==> src/rtl/cla_pipe_adder.sv <==
// Pipelined carry-lookahead adder: WIDTH bits in STAGES chunks of BLOCK-bit groups.
// Define CLA_SUB_EN to add the sub port (x - y via inverted y, carry-in forced to 1).
module cla_pipe_adder #(
  parameter int WIDTH  = 64,
  parameter int BLOCK  = 4,
  parameter int STAGES = 4
) (
  input  logic                   clk,
  input  logic                   rst,
  input  logic                   in_valid,
  output logic                   in_ready,
  input  logic [WIDTH-1:0]       x,
  input  logic [WIDTH-1:0]       y,
  input  logic                   c0,
`ifdef CLA_SUB_EN
  input  logic                   sub,
`endif
  output logic                   out_valid,
  input  logic                   out_ready,
  output logic [WIDTH-1:0]       s,
  output logic                   cout,
  output logic                   ovf,
  output logic [WIDTH/BLOCK-1:0] gc
);
  localparam int CW  = WIDTH / STAGES;
  localparam int GPC = CW / BLOCK;
  localparam int L   = STAGES - 1;

  if (WIDTH % (BLOCK * STAGES) != 0) begin : g_bad
    $error("cla_pipe_adder: WIDTH must be a multiple of BLOCK*STAGES");
  end

  logic             en;
  logic [WIDTH-1:0] yv;
  logic             ci0;
  logic             ovf_q;

  assign en       = !out_valid || out_ready;
  assign in_ready = en;

`ifdef CLA_SUB_EN
  assign yv  = sub ? ~y : y;
  assign ci0 = sub | c0;
`else
  assign yv  = y;
  assign ci0 = c0;
`endif

  for (genvar k = 0; k < STAGES; k++) begin : g_st
    // UW: operand bits still waiting for later stages
    localparam int UW = WIDTH - (k + 1) * CW;
    localparam int DW = (k + 1) * CW;
    localparam int GW = (k + 1) * GPC;

    logic [CW-1:0]  a, b, gg, gp, bc, sum;
    logic [GPC-1:0] grp_g, grp_p;
    logic [GPC:0]   gcar;
    logic           rc, ci, v_d, v_q, c_q;
    logic [DW-1:0]  s_d, s_q;
    logic [GW-1:0]  gc_d, gc_q;

    if (k == 0) begin : g_in
      assign a    = x[CW-1:0];
      assign b    = yv[CW-1:0];
      assign ci   = ci0;
      assign v_d  = in_valid;
      assign s_d  = sum;
      assign gc_d = gcar[GPC:1];
    end else begin : g_in
      assign a    = g_st[k-1].g_op.xq[CW-1:0];
      assign b    = g_st[k-1].g_op.yq[CW-1:0];
      assign ci   = g_st[k-1].c_q;
      assign v_d  = g_st[k-1].v_q;
      assign s_d  = {sum, g_st[k-1].s_q};
      assign gc_d = {gcar[GPC:1], g_st[k-1].gc_q};
    end

    if (UW > 0) begin : g_op
      logic [UW-1:0] xq, yq, xd, yd;
      if (k == 0) begin : g_src
        assign xd = x[WIDTH-1:CW];
        assign yd = yv[WIDTH-1:CW];
      end else begin : g_src
        assign xd = g_st[k-1].g_op.xq[UW+CW-1:CW];
        assign yd = g_st[k-1].g_op.yq[UW+CW-1:CW];
      end
      always_ff @(posedge clk or posedge rst) begin
        if (rst) begin
          xq <= '0;
          yq <= '0;
        end else if (en) begin
          xq <= xd;
          yq <= yd;
        end
      end
    end

    // group G/P lookahead, then bit carries inside each group
    always_comb begin
      gg      = a & b;
      gp      = a ^ b;
      grp_g   = '0;
      grp_p   = '0;
      bc      = '0;
      gcar    = '0;
      rc      = 1'b0;
      gcar[0] = ci;
      for (int i = 0; i < GPC; i++) begin
        grp_p[i] = 1'b1;
        for (int j = 0; j < BLOCK; j++) begin
          grp_g[i] = gg[i*BLOCK+j] |
                     (gp[i*BLOCK+j] & grp_g[i]);
          grp_p[i] = grp_p[i] & gp[i*BLOCK+j];
        end
        gcar[i+1] = grp_g[i] | (grp_p[i] & gcar[i]);
        rc = gcar[i];
        for (int j = 0; j < BLOCK; j++) begin
          bc[i*BLOCK+j] = rc;
          rc = gg[i*BLOCK+j] | (gp[i*BLOCK+j] & rc);
        end
      end
      sum = gp ^ bc;
    end

    always_ff @(posedge clk or posedge rst) begin
      if (rst) begin
        v_q  <= 1'b0;
        c_q  <= 1'b0;
        s_q  <= '0;
        gc_q <= '0;
      end else if (en) begin
        v_q  <= v_d;
        c_q  <= gcar[GPC];
        s_q  <= s_d;
        gc_q <= gc_d;
      end
    end
  end

  // overflow = carry into MSB xor carry out of MSB
  always_ff @(posedge clk or posedge rst) begin
    if (rst) begin
      ovf_q <= 1'b0;
    end else if (en) begin
      ovf_q <= g_st[L].bc[CW-1] ^ g_st[L].gcar[GPC];
    end
  end

  assign s         = g_st[L].s_q;
  assign cout      = g_st[L].c_q;
  assign gc        = g_st[L].gc_q;
  assign out_valid = g_st[L].v_q;
  assign ovf       = ovf_q;

endmodule

==> config.mk <==
export PLATFORM = sky130hd
export DESIGN_NAME = cla_pipe_adder
export DESIGN_NICKNAME = d
export VERILOG_FILES = /design/src/rtl/cla_pipe_adder.sv
export SDC_FILE = /design/constraint.sdc
export NUM_CORES = 1
export LEC_CHECK = 0
export CAP_MARGIN = 40
export CORE_MARGIN = 2
export CORE_UTILIZATION = 50
export DETAILED_ROUTE_END_ITERATION = 12
export GPL_TIMING_DRIVEN = 0
export HOLD_SLACK_MARGIN = 0.1
export MAX_ROUTING_LAYER = met4
export PLACE_DENSITY = 0.76
export SLEW_MARGIN = 20
export SYNTH_ARGS = -nofsm -noshare
export SYNTH_HDL_FRONTEND = slang
export SYNTH_SLANG_ARGS = --single-unit
==> constraint.sdc <==
create_clock -name clk -period 13.9 [get_ports clk]
set_input_delay 2.78 -clock clk [delete_from_list [all_inputs] [get_ports clk]]
set_output_delay 2.78 -clock clk [all_outputs]
set_load 0.01 [all_outputs]
==> results of run 1 <==
[Yosys cell counts, drive strengths merged, types with 3 or more instances]
cell type	count	share of area
nand2	1063	0.23
dfrtp	397	0.57
buf	64	0.018
ha	64	0.046
fa	48	0.055
o21ai	42	0.012
a21oi	32	0.0092
inv	32	0.0069
clkbuf	24	0.0052
nor2	24	0.0053
a21o	17	0.0074
xnor2	16	0.0080
mux2	9	0.0058
nand3	6	0.0020
a211oi	4	0.0017
nand4	4	0.0014
nor3	4	0.0014
a31oi	3	0.0011
and4	3	0.0015
[worst max-delay path: stages]
cell	delay, ns
clkdlybuf4s50_1	0.46
nor2b_1	0.06
buf_2	0.16
inv_2	0.18
buf_2	0.38
buf_2	0.43
clkdlybuf4s50_1	0.62
[power groups by stage]
stage | Sequential [mW] | Clock (mW) | Combinational [mW]
finish | 1.99 | 1.14 | 1.87
global route | 2.05 | 1.20 | 2.11
CTS | 1.99 | 1.15 | 1.88
detailed placement | 2.00 | 0 | 1.86
global placement | 1.99 | 0 | 1.78
floorplan | 1.98 | 0 | 1.11
[area by class of cell]
class                      count  area [µm²]
timing repair buffer         222        2290
buffer                        88         412
clock inverter                 7         138
sequential                   397        9930
tap                          455         569
clock buffer                  65        1280
antenna                        1        2.50
inverter                      32         128
multi-input combinational   1364        6950
fill                        2788       12800
[how the worst min path moves through the flow]
stage | slack [ns] | end | startpoint | cells past startpoint
floorplan | 0.43 | g_st[2].v_q$_DFFE_PP0P_ | g_st[2].v_q$_DFFE_PP0P_ | 2
global placement | 0.44 | g_st[2].v_q$_DFFE_PP0P_ | g_st[2].v_q$_DFFE_PP0P_ | 2
detailed placement | 0.45 | g_st[2].v_q$_DFFE_PP0P_ | g_st[2].v_q$_DFFE_PP0P_ | 2
CTS | 0.46 | g_st[2].v_q$_DFFE_PP0P_ | g_st[2].v_q$_DFFE_PP0P_ | 2
global route | 0.48 | g_st[0].g_op.xq[25]$_DFFE_PP0P_ | g_st[0].g_op.xq[25]$_DFFE_PP0P_ | 2
finish | 0.46 | s[57]$_DFFE_PP0P_ | s[57]$_DFFE_PP0P_ | 2
[per-layer routing]
metal	global-route usage	vias to the layer above	wire length, µm
li1	-	6390	-
met4	0.0713	0	1100
met5	-	-	0
met2	0.434	354	21800
met3	0.0350	71	2370
met1	0.343	6581	19300
[stage by stage]
step	worst slack, ns	instance area, µm²	util	hold slack, ns
3_5_place_dp	6.08	20300	0.589	0.449
4_1_cts	6.06	21700	0.630	0.463
2_1_floorplan	0.0806	17400	-	0.430
3_3_place_gp	-4.14	20100	0.585	0.445
6_report	6.04	21700	0.630	0.461
5_1_grt	6.02	21700	0.630	0.480
[registers in the layout, summed over array words and instances, names as in the netlist]
name          count
g_st.g_op.xq     96
g_st.g_op.yq     96
g_st.s_q         96
s                64
g_st.gc_q        21
gc               16
g_st.c_q          3
g_st.v_q          3
out_valid         1
ovf               1
[cell families (layout without fill, tap and decap cells)]
logic type | Yosys count | in the layout | synth area share
buffers and inverters | 120 | 414 | 0.0305
other | 0 | 1 | 0
xor gates and xnor gates | 16 | 16 | 0.00805
AOI/OAI and AO/OA | 113 | 113 | 0.0391
muxes | 11 | 11 | 0.00697
and+or+nand+nor | 1112 | 1112 | 0.244
DFF | 397 | 397 | 0.570
adders and majority gates | 112 | 112 | 0.101
==> impl_metrics.yaml, run 1 <==
clock_network:
  postCtsSetupBuffers: 0
  clkLatencyLatePin_ns: 0.52
  clockBufferDepth: 3
  cts_buffers: 40
  h-tree-depth: 2
  cts_root_buf: "clkbuf_16"
  cts-resized-gates: 0
  cts_tree: "built"
  cts_sinks: 397
  cts_hold_buf: 0
  clkSlewWorstSetupHoldPaths_ns: 0.06
pwr:
  p_sw_frac: 0.367
  cellPowerDensity_nw_per_um2: 230
  combPwrFrac: 0.373
  clkPwrFrac: 0.228
  p_leak_nw: 11.2
  power_frac_seq: 0.399
  p_sw_mw: 1.83
  total_power_mw: 5.00
  ir_worst_vdd_mv: 0.105
  intPower_mw: 3.16
timing:
  fmax_mhz: 127
  finalCritPeriodShare: 0.566
  hold_violations: 0
  setup_tns_ns: 0
  min_period_ns: 7.86
  finalClockSkew_ns: 0.00990
  drv_slew: 0
  max_slew_margin: 0.537
  tightest_slew_ns: 0.694
  rsz0062_at_grt: "false"
  setup_viol: 0
floorplan:
  rows: 68
  die_h_um: 191
  die_area_um2: 36300
  die_w_um: 191
  coreArea_um2: 34500
  start_util: 0.505
  ios: 217
yosys:
  syn_inst: 1881
  syn_avg_cell_area_um2: 9.26
  synth_edf_count: 0
  yosys_warnings: 0
  synthFlopType: "dfrtp_1"
  mappedNetlistArea_um2: 17400
  ys_seq_area_frac: 0.570
  synthesis.nets: 2126
  synth_cell_types: 46
  async_flop_share: 1.00
  synth_seq_cells: 397
worst_setup_path:
  worstReg2RegEnd: "ovf$_DFFE_PP0P_"
  critPathRequiredTime_ns: 11.12
  crit_start: "out_ready"
  crit_path_end: "in_ready"
  reg2reg_from: "g_st[2].g_op.xq[2]$_DFFE_PP0P_"
  cp-start-kind: "input pin"
  crit_arrival_ns: 5.08
  cp_max_fo: 11
  worstRegToRegCells: 13
  worstSetupEndpointType: "output pin"
  r2r_slack_ns: 10.56
  crit_type: "in2out"
drt:
  drt-total-wl_um: 44600
  drtAntennaViolNets: 0
  wire_per_inst_um: 16.9
  route.detailed.drc: 0
  drt_iter0_markers: 976
  first_pass_iters: 5
  viasPerCell: 5.09
  vias: 13396
layout:
  final_cell_count_no_fill: 2631
  drive_gt1_frac: 0.0690
  area_growth_pct: 24.6
  nets: 2390
  final_common_cell: "nand2_1"
  layout_common_cells: "nand2_1, dfrtp_1, clkdlybuf4s50_1, ha_1, buf_2"
worst_hold_path:
  worstHoldPathType: "reg2reg"
placement:
  dp_hpwl_um: 32700
  portBuffers: 216
  dp_cells: 2558
  place_congestion: 0.908
grt:
  grt_pass1_vias: 13544
  grt_max_degree: 103
  antenna_found_initial: 0
  grt_pass1_wl_um: 71300
  grtUsageTotal: 0.262
  grt_overflow: 0
flow_run:
  maxCapViolCount: 0
outcome:
  status: "finished, final reports clean"
(Power assumes the default switching activity.)
==> run 2: changes to the inputs <==
--- a/config.mk
+++ b/config.mk
@@ -7,12 +7,12 @@
 export LEC_CHECK = 0
 export CAP_MARGIN = 40
 export CORE_MARGIN = 2
-export CORE_UTILIZATION = 50
+export CORE_UTILIZATION = 55
 export DETAILED_ROUTE_END_ITERATION = 12
 export GPL_TIMING_DRIVEN = 0
 export HOLD_SLACK_MARGIN = 0.1
 export MAX_ROUTING_LAYER = met4
-export PLACE_DENSITY = 0.76
+export PLACE_DENSITY = 0.79
 export SLEW_MARGIN = 20
 export SYNTH_ARGS = -nofsm -noshare
 export SYNTH_HDL_FRONTEND = slang
==> constraint.sdc (replaced) <==
create_clock -name clk -period 7.9 [get_ports clk]
set_input_delay 1.58 -clock clk [delete_from_list [all_inputs] [get_ports clk]]
set_output_delay 1.58 -clock clk [all_outputs]
set_load 0.01 [all_outputs]
==> run 2 against run 1 <==
  * Total power up 74%
  * Global-route usage up 2.6 points
  * Sequential power up 76%
  * Routed wire length up 0.31%
  * Critical path type unchanged
  * Largest cell class unchanged
  * Highest routed layer unchanged
==> impl_metrics.yaml, run 2 (synthesized netlist as in run 1, its figures left out) <==
timing:
  setup_viol: 0
  drv_slew: 0
  max_slew_margin: 0.424
  fmax_mhz: 185
  tightest_slew_ns: 0.864
  finalCritPeriodShare: 0.683
  finalClockSkew_ns: 0.0111
  hold_ws_ns: 0.464
  hold_violations: 0
  rsz0062_at_grt: "false"
  setup_tns_ns: 0
  min_period_ns: 5.40
drt:
  viasPerCell: 5.25
  wire_per_inst_um: 17.3
  vias: 13580
  drt_iter0_markers: 1088
  drt-total-wl_um: 44700
  first_pass_iters: 5
  route.detailed.drc: 0
  drtAntennaViolNets: 0
clock_network:
  cts_tree: "built"
  h-tree-depth: 2
  cts_buffers: 40
  postCtsSetupBuffers: 0
  clkLatencyLatePin_ns: 0.54
  cts_root_buf: "clkbuf_16"
  clkSlewWorstSetupHoldPaths_ns: 0.06
  cts-resized-gates: 0
  cts_hold_buf: 0
  clockBufferDepth: 3
  cts_sinks: 397
grt:
  grt_overflow: 0
  antenna_found_initial: 0
  grt_pass1_wl_um: 72500
  grt_max_degree: 37
  grt_pass1_vias: 14009
  grtUsageTotal: 0.289
worst_setup_path:
  crit_slowest_cell: "clkdlybuf4s50_1"
  crit_top_cell: "buf_2"
  worstPathCellList: "clkdlybuf4s50_1 -> nor2b_1 -> buf_2 -> inv_2 -> buf_2 -> buf_2 -> clkdlybuf4s50_1"
  critPathRequiredTime_ns: 6.32
  crit_arrival_ns: 3.82
  crit_type: "in2out"
  cp_max_fo: 10
  slowest_delay_ns: 0.62
  cp-start-kind: "input pin"
  worstSetupEndpointType: "output pin"
worst_hold_path:
  worstHoldPathType: "reg2reg"
floorplan:
  rows: 65
  ios: 217
  die_area_um2: 33100
  start_util: 0.555
  die_h_um: 182
  coreArea_um2: 31400
  die_w_um: 182
outcome:
  status: "finished, final reports clean"
placement:
  dp_hpwl_um: 32600
  place_congestion: 0.918
  placed_area_um2: 20400
  portBuffers: 216
layout:
  filler_cell_count: 2363
  nets: 2398
  diodes: 0
  area_growth_pct: 24.4
  top_regs: "g_st.g_op.xq: 96 flops, g_st.g_op.yq: 96 flops, g_st.s_q: 96 flops"
  fin_area_um2: 21700
  drive_gt1_frac: 0.0728
  final_common_cell: "nand2_1"
  layout_common_cells: "nand2_1, dfrtp_1, clkdlybuf4s50_1, ha_1, buf_2"
pwr:
  cellPowerDensity_nw_per_um2: 401
  ir_worst_vdd_mv: 0.207
  p_leak_nw: 11.2
flow_run:
  maxCapViolCount: 0
-- run 2: cell count changes in the layout (fill, tap and decap cells not counted), sizes merged --
cell | previous run | this run
clkinv | 2 | 7
bufinv | 4 | 0
clkinvlp | 1 | 3
buf | 70 | 78
clkbuf | 89 | 87
diode | 1 | 0
inv | 32 | 33
-- run 2: per-layer routing --
layer | global-route usage | wire, µm
met1 | 0.384 | 19400
met2 | 0.464 | 21400
met3 | 0.0385 | 2560
met4 | 0.0977 | 1390
met5 | - | 0
-- run 2: layout make-up --
class / instances / area, µm² / share of cell area
clock inverter: 11 / 67.6 / 0.00312
inverter: 32 / 124 / 0.00572
tap: 402 / 503 / 0.0232
sequential: 397 / 9930 / 0.458
buffer: 88 / 412 / 0.0190
multi-input combinational: 1364 / 6950 / 0.321
timing repair buffer: 230 / 2440 / 0.113
clock buffer: 63 / 1240 / 0.0572
-- run 2: per-stage QoR --
stage / power, mW / util / worst slack, ns / cells
after global routing: 9.31 / 0.690 / 2.46 / 2587
after global placement: 6.61 / 0.640 / -1.37 / 2499
after floorplan: 5.43 / - / 0.976 / 1881
after detailed placement: 6.79 / 0.649 / 2.54 / 2513
final: 8.69 / 0.690 / 2.50 / 2587
after CTS: 8.70 / 0.690 / 2.53 / 2587
-- run 2: power by group --
part	total, mW	internal (mW)	switching, mW
Sequential	3.51	2.92	0.590
Combinational	3.31	1.42	1.89
Clock	1.87	1.08	0.787
-- run 2: path summary, 6_finish.rpt --
kind / to / slack (ns) / start / depth (start not counted)
worst max register to register: g_st[1].s_q[27]$_DFFE_PP0P_ / 4.61 / g_st[0].g_op.xq[0]$_DFFE_PP0P_ / 10
max in group asynchronous: s[41]$_DFFE_PP0P_ / 5.03 / rst / 7
worst min register to register: s[13]$_DFFE_PP0P_ / 0.46 / s[13]$_DFFE_PP0P_ / 2
worst max-delay path: in_ready / 2.50 / out_ready / 7
worst min-delay path: s[13]$_DFFE_PP0P_ / 0.46 / s[13]$_DFFE_PP0P_ / 2
min in group asynchronous: g_st[2].s_q[10]$_DFFE_PP0P_ / 1.46 / rst / 2
-- run 2: critical path: cells and delay by family --
kind	cells	cell delay (ns)
and+or+nand+nor	1	0.05
buffers and inverters	6	2.18
==> run 3: changes to the inputs <==
--- a/config.mk
+++ b/config.mk
@@ -7,12 +7,12 @@
 export LEC_CHECK = 0
 export CAP_MARGIN = 40
 export CORE_MARGIN = 2
-export CORE_UTILIZATION = 55
+export CORE_UTILIZATION = 50
 export DETAILED_ROUTE_END_ITERATION = 12
 export GPL_TIMING_DRIVEN = 0
 export HOLD_SLACK_MARGIN = 0.1
 export MAX_ROUTING_LAYER = met4
-export PLACE_DENSITY = 0.79
+export PLACE_DENSITY = 0.76
 export SLEW_MARGIN = 20
 export SYNTH_ARGS = -nofsm -noshare
 export SYNTH_HDL_FRONTEND = slang
==> constraint.sdc (replaced) <==
create_clock -name clk -period 4.5 [get_ports clk]
set_input_delay 0.9 -clock clk [delete_from_list [all_inputs] [get_ports clk]]
set_output_delay 0.9 -clock clk [all_outputs]
set_load 0.01 [all_outputs]
==> run 3 against run 2 <==
  * Count of clock-buffer cells in the layout decreased by 10
  * Final cell count increased by 2.0%
  * Register-to-register slack got worse by 3.4 ns
  * Worst setup slack got worse by 2.1 ns
  * Clock power increased by 77%
  * Cell area increased by 0.58%
  * First-iteration DRC count decreased by 17%
  * Combinational power increased by 75%
==> impl_metrics.yaml, run 3 (synthesized netlist as in run 1, its figures left out) <==
outcome:
  status: "finished, final reports clean"
drt:
  viasPerCell: 5.10
  wire_per_inst_um: 17.0
  drtAntennaViolNets: 0
  first_pass_iters: 5
  drt-total-wl_um: 44900
  drt_iter0_markers: 904
  route.detailed.drc: 0
  vias: 13460
floorplan:
  die_w_um: 191
  die_area_um2: 36300
  coreArea_um2: 34500
  ios: 217
  rows: 68
  die_h_um: 191
  start_util: 0.505
worst_setup_path:
  cp_max_fo: 10
  cp-start-kind: "input pin"
  worstSetupEndpointType: "output pin"
  crit_arrival_ns: 3.20
  worstRegToRegCells: 13
  crit_type: "in2out"
  critPathRequiredTime_ns: 3.60
clock_network:
  clkSlewWorstSetupHoldPaths_ns: 0.06
  h-tree-depth: 2
  cts_sinks: 397
  cts-resized-gates: 0
  clkLatencyLatePin_ns: 0.52
  cts_tree: "built"
  cts_root_buf: "clkbuf_16"
  postCtsSetupBuffers: 0
  clockBufferDepth: 3
  cts_hold_buf: 0
  cts_buffers: 40
timing:
  finalClockSkew_ns: 0.00995
  rsz0062_at_grt: "false"
  min_period_ns: 4.10
  setup_tns_ns: 0
  fmax_mhz: 244
  finalCritPeriodShare: 0.910
  drv_slew: 0
  max_slew_margin: 0.518
  tightest_slew_ns: 0.723
  hold_violations: 0
  setup_viol: 0
layout:
  final_common_cell: "nand2_1"
  drive_gt1_frac: 0.0751
  layout_common_cells: "nand2_1, dfrtp_1, clkdlybuf4s50_1, ha_1, buf_2"
  top_regs: "g_st.g_op.xq: 96 flops, g_st.g_op.yq: 96 flops, g_st.s_q: 96 flops"
  nets: 2400
  diodes: 0
  area_growth_pct: 25.2
grt:
  grtUsageTotal: 0.263
  grt_overflow: 0
  grt_max_degree: 36
  grt_pass1_wl_um: 71600
  grt_pass1_vias: 13751
  antenna_found_initial: 0
pwr:
  ir_worst_vdd_mv: 0.317
  cellPowerDensity_nw_per_um2: 701
  total_power_mw: 15.3
  p_leak_nw: 11.2
placement:
  dp_hpwl_um: 33500
  place_congestion: 0.912
  portBuffers: 216
flow_run:
  maxCapViolCount: 0
worst_hold_path:
  hold_depth: 2
  worstHoldPathType: "reg2reg"
==> run 3: cell types whose count changed in the layout (fill, tap and decap cells not counted), sizes merged <==
cell,before,now
clkbuf,87,77
bufinv,0,2
inv,33,32
clkinv,7,11
buf,78,80
clkinvlp,3,6
==> run 3: path summary, 6_finish.rpt <==
check	to	from	slack, ns
max reg2reg	ovf$_DFFE_PP0P_	g_st[2].g_op.yq[2]$_DFFE_PP0P_	1.17
min	s[47]$_DFFE_PP0P_	s[47]$_DFFE_PP0P_	0.47
min reg2reg	s[47]$_DFFE_PP0P_	s[47]$_DFFE_PP0P_	0.47
max in group asynchronous	g_st[0].g_op.yq[26]$_DFFE_PP0P_	rst	2.50
min in group asynchronous	s[7]$_DFFE_PP0P_	rst	0.64
max	in_ready	out_ready	0.40
==> run 3: final cells by class <==
cell class,instances,area [µm²]
inverters,32,124
clock inverters,19,161
repair buffers,232,2490
well taps,455,569
flip-flops and latches,397,9930
plain buffers,88,412
clock buffers,53,1150
multi-input cells,1364,6950
fillers,2789,12700
==> run 3: worst max-delay path, stage by stage <==
cell	delay [ns]
clkdlybuf4s50_1	0.46
nor2b_1	0.07
buf_2	0.16
inv_2	0.18
buf_2	0.37
buf_2	0.43
clkdlybuf4s50_1	0.61
==> run 3: where the power goes <==
group / switching (mW) / internal (mW)
registers: 1.03 / 5.13
clock network: 1.39 / 1.92
logic: 3.31 / 2.49
==> run 3: per-layer routing <==
metal  GRT usage  share of wire
met1       0.341           0.43
met2       0.422           0.47
met3      0.0397          0.055
met4       0.100          0.040
met5           -              0
==> run 3: through the flow <==
| step | std cells | utilization | instance area, µm² | setup slack, ns | hold slack (ns) |
|---|---|---|---|---|---|
| 2_1_floorplan | 1881 | - | 17400 | -1.74 | 0.430 |
| 3_3_place_gp | 2552 | 0.585 | 20200 | -4.14 | 0.445 |
| 3_5_place_dp | 2568 | 0.594 | 20500 | 0.349 | 0.455 |
| 4_1_cts | 2640 | 0.633 | 21800 | 0.425 | 0.469 |
| 5_1_grt | 2640 | 0.633 | 21800 | 0.364 | 0.481 |
| 6_report | 2640 | 0.633 | 21800 | 0.403 | 0.465 |
